[src/rtl/seg7_pkg.sv]
// rtl/seg7_pkg.sv - shared types, decode table and decode function for the seven-segment monitor
package seg7_pkg;

  typedef enum logic {
    SEARCH = 1'b0,
    LOCKED = 1'b1
  } mon_state_t;

  // Active-high blank pattern (all segments off), gfedcba order
  localparam logic [6:0] SEG_BLANK = 7'h00;

  // Active-high segment patterns for hex digits 0..F, gfedcba order
  localparam logic [6:0] SEG7_TABLE [16] = '{
    7'h3F, 7'h06, 7'h5B, 7'h4F, 7'h66, 7'h6D, 7'h7D, 7'h07,
    7'h7F, 7'h6F, 7'h77, 7'h7C, 7'h39, 7'h5E, 7'h79, 7'h71
  };

  typedef struct packed {
    logic       valid;
    logic       blank;
    logic [3:0] digit;
  } seg7_dec_t;

  // Neither valid nor blank means the pattern is undecodable
  function automatic seg7_dec_t seg7_decode(input logic [6:0] pattern);
    seg7_dec_t r;
    r.valid = 1'b0;
    r.blank = (pattern == SEG_BLANK);
    r.digit = 4'd0;
    for (int i = 0; i < 16; i++) begin
      if (pattern == SEG7_TABLE[i]) begin
        r.valid = 1'b1;
        r.digit = 4'(i);
      end
    end
    return r;
  endfunction

endpackage

[src/rtl/seg7_display_monitor_filter.sv]
// rtl/seg7_display_monitor_filter.sv - glitch filter emitting one stable event per held segment pattern
module seg7_stability_filter #(
  parameter int         STABLE_CYCLES = 4,
  parameter logic [6:0] RESET_VAL     = 7'h7F
) (
  input  logic       clk,
  input  logic       rst_n,
  input  logic [6:0] i_seg,
  output logic [6:0] o_seg_q,
  output logic       o_stable
);

  localparam logic [7:0] LIMIT = 8'(STABLE_CYCLES);

  logic [6:0] r_seg_q;
  logic [7:0] r_stab_cnt;

  // Recapture on any change; otherwise count up to the limit and park there
  always_ff @(posedge clk or negedge rst_n) begin
    if (!rst_n) begin
      r_seg_q    <= RESET_VAL;
      r_stab_cnt <= 8'd0;
    end else if (i_seg != r_seg_q) begin
      r_seg_q    <= i_seg;
      r_stab_cnt <= 8'd0;
    end else if (r_stab_cnt < LIMIT) begin
      r_stab_cnt <= r_stab_cnt + 8'd1;
    end
  end

  // Fires on the edge where the counter would reach the limit; the parked
  // counter cannot match again, so each held pattern yields one event
  assign o_stable = (i_seg == r_seg_q) && (r_stab_cnt == LIMIT - 8'd1);
  assign o_seg_q  = r_seg_q;

endmodule

[src/rtl/seg7_display_monitor.sv]
// rtl/seg7_display_monitor.sv - seven-segment sequence monitor; error counter enabled by SEG7_MON_ERRCNT_EN
module seg7_display_monitor
  import seg7_pkg::*;
#(
  parameter int STABLE_CYCLES  = 4,
  parameter int ACTIVE_LOW_SEG = 1,
  parameter int ERR_W          = 8
) (
  input  logic             clk,
  input  logic             reset,
  input  logic [6:0]       seg_in,
  output logic [3:0]       digit_out,
  output logic             digit_valid,
  output logic             locked,
  output logic             seq_err,
  output logic             pat_err,
  output logic [ERR_W-1:0] err_count
);

  // Filter works in the raw input polarity, so its reset value is blank in that polarity
  localparam logic [6:0] RAW_BLANK = (ACTIVE_LOW_SEG != 0) ? ~SEG_BLANK : SEG_BLANK;

  logic [6:0] w_seg_q;
  logic       w_stable;
  logic [6:0] w_seg_act;
  seg7_dec_t  w_dec;

  mon_state_t r_state, w_state_nxt;
  logic [3:0] r_digit, w_digit_nxt;
  logic       r_dv, r_seq, r_pat;
  logic       w_dv_nxt, w_seq_nxt, w_pat_nxt;

  seg7_stability_filter #(
    .STABLE_CYCLES (STABLE_CYCLES),
    .RESET_VAL     (RAW_BLANK)
  ) u_filter (
    .clk      (clk),
    .rst_n    (reset),
    .i_seg    (seg_in),
    .o_seg_q  (w_seg_q),
    .o_stable (w_stable)
  );

  assign w_seg_act = (ACTIVE_LOW_SEG != 0) ? ~w_seg_q : w_seg_q;
  assign w_dec     = seg7_decode(w_seg_act);

  // State and registered outputs
  always_ff @(posedge clk or negedge reset) begin
    if (!reset) begin
      r_state <= SEARCH;
      r_digit <= 4'd0;
      r_dv    <= 1'b0;
      r_seq   <= 1'b0;
      r_pat   <= 1'b0;
    end else begin
      r_state <= w_state_nxt;
      r_digit <= w_digit_nxt;
      r_dv    <= w_dv_nxt;
      r_seq   <= w_seq_nxt;
      r_pat   <= w_pat_nxt;
    end
  end

  // Act only on stable events; a repeat of the current digit is a returned glitch
  always_comb begin
    w_state_nxt = r_state;
    w_digit_nxt = r_digit;
    w_dv_nxt    = 1'b0;
    w_seq_nxt   = 1'b0;
    w_pat_nxt   = 1'b0;
    if (w_stable) begin
      case (r_state)
        SEARCH: begin
          if (w_dec.valid) begin
            w_digit_nxt = w_dec.digit;
            w_dv_nxt    = 1'b1;
            w_state_nxt = LOCKED;
          end else if (!w_dec.blank) begin
            w_pat_nxt   = 1'b1;
          end
        end
        LOCKED: begin
          if (w_dec.valid) begin
            if (w_dec.digit != r_digit) begin
              w_digit_nxt = w_dec.digit;
              w_dv_nxt    = 1'b1;
              w_seq_nxt   = (w_dec.digit != r_digit + 4'd1);
            end
          end else if (w_dec.blank) begin
            w_state_nxt = SEARCH;
          end else begin
            w_pat_nxt   = 1'b1;
            w_state_nxt = SEARCH;
          end
        end
        default: w_state_nxt = SEARCH;
      endcase
    end
  end

`ifdef SEG7_MON_ERRCNT_EN
  logic [ERR_W-1:0] r_err_count;
  logic             w_err_inc;

  assign w_err_inc = w_seq_nxt | w_pat_nxt;

  // Saturating error counter; at most one increment per stable event
  always_ff @(posedge clk or negedge reset) begin
    if (!reset) begin
      r_err_count <= '0;
    end else if (w_err_inc && (r_err_count != '1)) begin
      r_err_count <= r_err_count + 1'b1;
    end
  end

  assign err_count = r_err_count;
`else
  assign err_count = '0;
`endif

  assign digit_out   = r_digit;
  assign digit_valid = r_dv;
  assign seq_err     = r_seq;
  assign pat_err     = r_pat;
  assign locked      = (r_state == LOCKED);

endmodule
[config.mk]
export PLATFORM = sky130hd
export DESIGN_NAME = seg7_display_monitor
export DESIGN_NICKNAME = d
export VERILOG_FILES = /design/src/rtl/seg7_pkg.sv /design/src/rtl/seg7_display_monitor_filter.sv /design/src/rtl/seg7_display_monitor.sv
export SDC_FILE = /design/constraint.sdc
export NUM_CORES = 1
export LEC_CHECK = 0
export ABC_AREA = 1
export CORE_AREA = 2 2 59 61
export CTS_CLUSTER_SIZE = 30
export DETAILED_ROUTE_END_ITERATION = 8
export DIE_AREA = 0 0 61 63
export HOLD_SLACK_MARGIN = 0.05
export PLACE_DENSITY = 0.72
export SLEW_MARGIN = 20
export SYNTH_ARGS = -nofsm -noshare
export SYNTH_HDL_FRONTEND = slang
export SYNTH_SLANG_ARGS = --single-unit
[constraint.sdc]
create_clock -name clk -period 2 [get_ports clk]
set_input_delay 0.4 -clock clk [delete_from_list [all_inputs] [get_ports clk]]
set_output_delay 0.4 -clock clk [all_outputs]
set_load 0.02 [all_outputs]
==> impl_metrics.csv <==
group,metric,value,unit
logic_synthesis,syn_area_per_cell,7.29,µm²
drt,antenna_left,0,
critical_path,critPathCaptureType,"register",
clock_tree,cts.path.max_buffers,2,
layout,antenna_cells,0,
logic_synthesis,synth_compound_area_frac,0.00986,
pwr,p_leak,0.933,nW
logic_synthesis,synthAdderAreaFrac,0.0164,
timing,fin_setup_tns,0,ps
clock_tree,cts_made_buffers,3,
logic_synthesis,synthDistinctLibCells,23,
clock_tree,worst_skew_pair.late_latency,310,ps
drt,drt_iter0_markers,49,
place,io_buffers,16,
critical_path,worstPathArrival,2220,ps
pwr,pwr-share-comb,0.167,
pwr,p_switching,0.237,mW
critical_path,start_kind,"register",
layout,stdcell_count,277,
logic_synthesis,yosys.area_share.simple,0.377,
timing,fin_skew,3.85,ps
logic_synthesis,synth_top_family_by_area,"simple AND/OR/NAND/NOR gates",
grt,grt.overflow.total,0,
pwr,peakVddDrop,0.000381,V
die,start_util,0.471,
clock_tree,cts_tree,"done",
grt,grt_usage,0.161,
flow_run,cap_violations,0,
grt,grt_pass1_wl,4.83,mm
place,place_inst,267,
logic_synthesis,ys_seq_area_frac,0.384,
layout,final_cell_mix,"nand2_1, nor2_1, inv_1",
layout,drive_above_1_share,0.273,
pwr,p_int,0.614,mW
timing,hold_violations,0,
timing,setup_viol,0,
place,place_congestion,0.819,
drt,num_vias,1290,
logic_synthesis,post_synth_instance_area,1520,µm²
die,core,3230,µm²
critical_path,criticalPathCategory,"register to register",
critical_path,crit_required,2260,ps
drt,wl,2.94,mm
logic_synthesis,synth_seq_cells,23,
timing,min_period_over_period,0.980,
layout,fin_nets,243,
timing,rsz0062_at_grt,"yes",
clock_tree,clock_tree.root_cell,"clkbuf_4",
place,place_area,1710,µm²
layout,postLayoutCellArea,1890,µm²
pwr,pwr-share-seq,0.580,
hold_path,hold_path.class,"input port to async pin",
timing,period_needed,1960,ps
status,run_status,"complete, no violations",
die,die_h,63,µm
die,fp.dieW,61,µm
die,dieArea,3840,µm²
place,dp_hpwl,2.13,mm
logic_synthesis,synthMuxAreaShare,0,
logic_synthesis,netlist_instances,209,
pwr,cellPowerDensity,449,nW/µm²
layout,fin_util,0.586,
drt,drc,0,
layout,synthToLayoutAreaGrowth,24.4,%
critical_path,rr_startpoint,"u_filter.o_seg_q[4]",
logic_synthesis,synthXorXnorAreaFrac,0.0748,
layout,n_fill_cell,303,
layout,layout_commonest_cell,"nand2_1",
timing,slew_violations,0,
grt,grt_pass1_vias,1145,
drt,drt_first_pass_iters,4,
clock_tree,clock-sinks,23,
timing,fmax,0.510,GHz
grt,antenna_found_initial,0,
grt,grt_start_max_net_pins,24,
drt,wire_per_inst,10.6,µm
logic_synthesis,yosys_warnings,0,
pwr,sw_frac_of_total,0.278,
die,num_io_pins,25,
clock_tree,htree_levels,1,
critical_path,crit_path_start,"u_filter.o_seg_q[4]",
die,fp-row-count,21,
clock_tree,clkTransAtPathRegs,130,ps
drt,vias_per_cell,4.66,
pwr,p_clk_frac,0.253,
critical_path,cp_max_fo,7,
==> path summary, 6_finish.rpt <==
path                                     endpoint  slack [ps]  cells after the start
hold reg to reg            u_filter.r_stab_cnt[6]         510                      2
setup / recovery                     digit_out[1]          40                     14
hold / removal             u_filter.r_stab_cnt[3]         420                      2
max in group asynchronous     u_filter.o_seg_q[2]        1310                      2
min in group clk           u_filter.r_stab_cnt[6]         510                      2
setup reg to reg                     digit_out[1]          40                     14
==> final cells by class <==
cell class / instances / area [µm²] / area share
multi-input combinational: 148 / 866 / 0.457
tap: 46 / 57.6 / 0.0304
clock buffer: 3 / 22.5 / 0.0119
clock inverter: 1 / 5.00 / 0.00264
timing repair buffer: 28 / 254 / 0.134
inverter: 28 / 105 / 0.0555
sequential: 23 / 584 / 0.308
==> through the flow <==
step / power (mW) / hold slack, ps / setup slack, ps
floorplan: 0.591 / 104 / 192
global placement: 0.618 / 483 / 14.6
detailed placement: 0.618 / 490 / -2.60
CTS: 0.834 / 423 / 6.85
global route: 0.895 / 444 / -97.0
finish: 0.850 / 418 / 40.1
==> layer usage <==
metal	share of wire	routed length [µm]	vias up	track usage
li1	-	-	670	-
met1	0.47	1390	598	0.236
met2	0.50	1470	18	0.245
met3	0.022	65	4	0.0248
met4	0.0078	23	0	0.0408
met5	0	0	-	0
==> power by group through the flow <==
stage	clock network [mW]	logic, mW	registers (mW)
floorplan	0	0.0958	0.495
global placement	0	0.119	0.500
detailed placement	0	0.118	0.500
CTS	0.224	0.119	0.492
global route	0.241	0.157	0.496
finish	0.215	0.142	0.494
==> kinds of logic (layout without fill, tap and decap cells) <==
| family | count (synthesis) | in the layout |
|---|---|---|
| AO/OA/AOI/OAI | 3 | 3 |
| other | 1 | 8 |
| XOR/XNOR | 13 | 13 |
| flip-flops | 23 | 23 |
| buffers and inverters | 45 | 60 |
| adder cells (fa/ha/maj) | 2 | 2 |
| AND/OR/NAND/NOR | 122 | 122 |
==> critical path, stage by stage, from the launching register on <==
cell	delay (ps)
dfstp_2	660
nor2_4	50
nand2_1	70
inv_2	70
nand2_1	110
nand2_4	80
nor2_4	120
nand3_2	80
nand2_1	80
nand3_2	90
nor2_4	150
nand3_4	110
nand2_4	110
nand2_1	50
nand2_1	60
==> cell usage after synthesis, drive strengths merged <==
| cell type | n | area share |
|---|---|---|
| nor3 | 3 | 0.0099 |
| ha | 2 | 0.016 |
| xor2 | 4 | 0.023 |
| nand3 | 18 | 0.069 |
| o21ai | 1 | 0.0033 |
| clkbuf | 7 | 0.017 |
| buf | 10 | 0.049 |
| nor2 | 39 | 0.11 |
| nand2 | 51 | 0.14 |
| xnor2 | 9 | 0.052 |
| a21oi | 2 | 0.0066 |
| conb | 1 | 0.0025 |
| and2 | 1 | 0.0041 |
| dfrtp | 16 | 0.26 |
| nand4 | 9 | 0.037 |
| nor4 | 1 | 0.0041 |
| inv | 28 | 0.069 |
| dfstp | 7 | 0.12 |
==> registers in the layout, summed over array words and instances (netlist names) <==
name and cells:
u_filter.o_seg_q 7, pat_err 1, locked 1, digit_out 4
seq_err 1, u_filter.r_stab_cnt 8, digit_valid 1
==> repair_timing <==
item,in CTS,in global routing
hold buffers,0,0
gates resized for setup,0,31
setup buffers,0,6
setup endpoints to repair,0,6
Note: power is estimated with default switching activity, not from simulation.
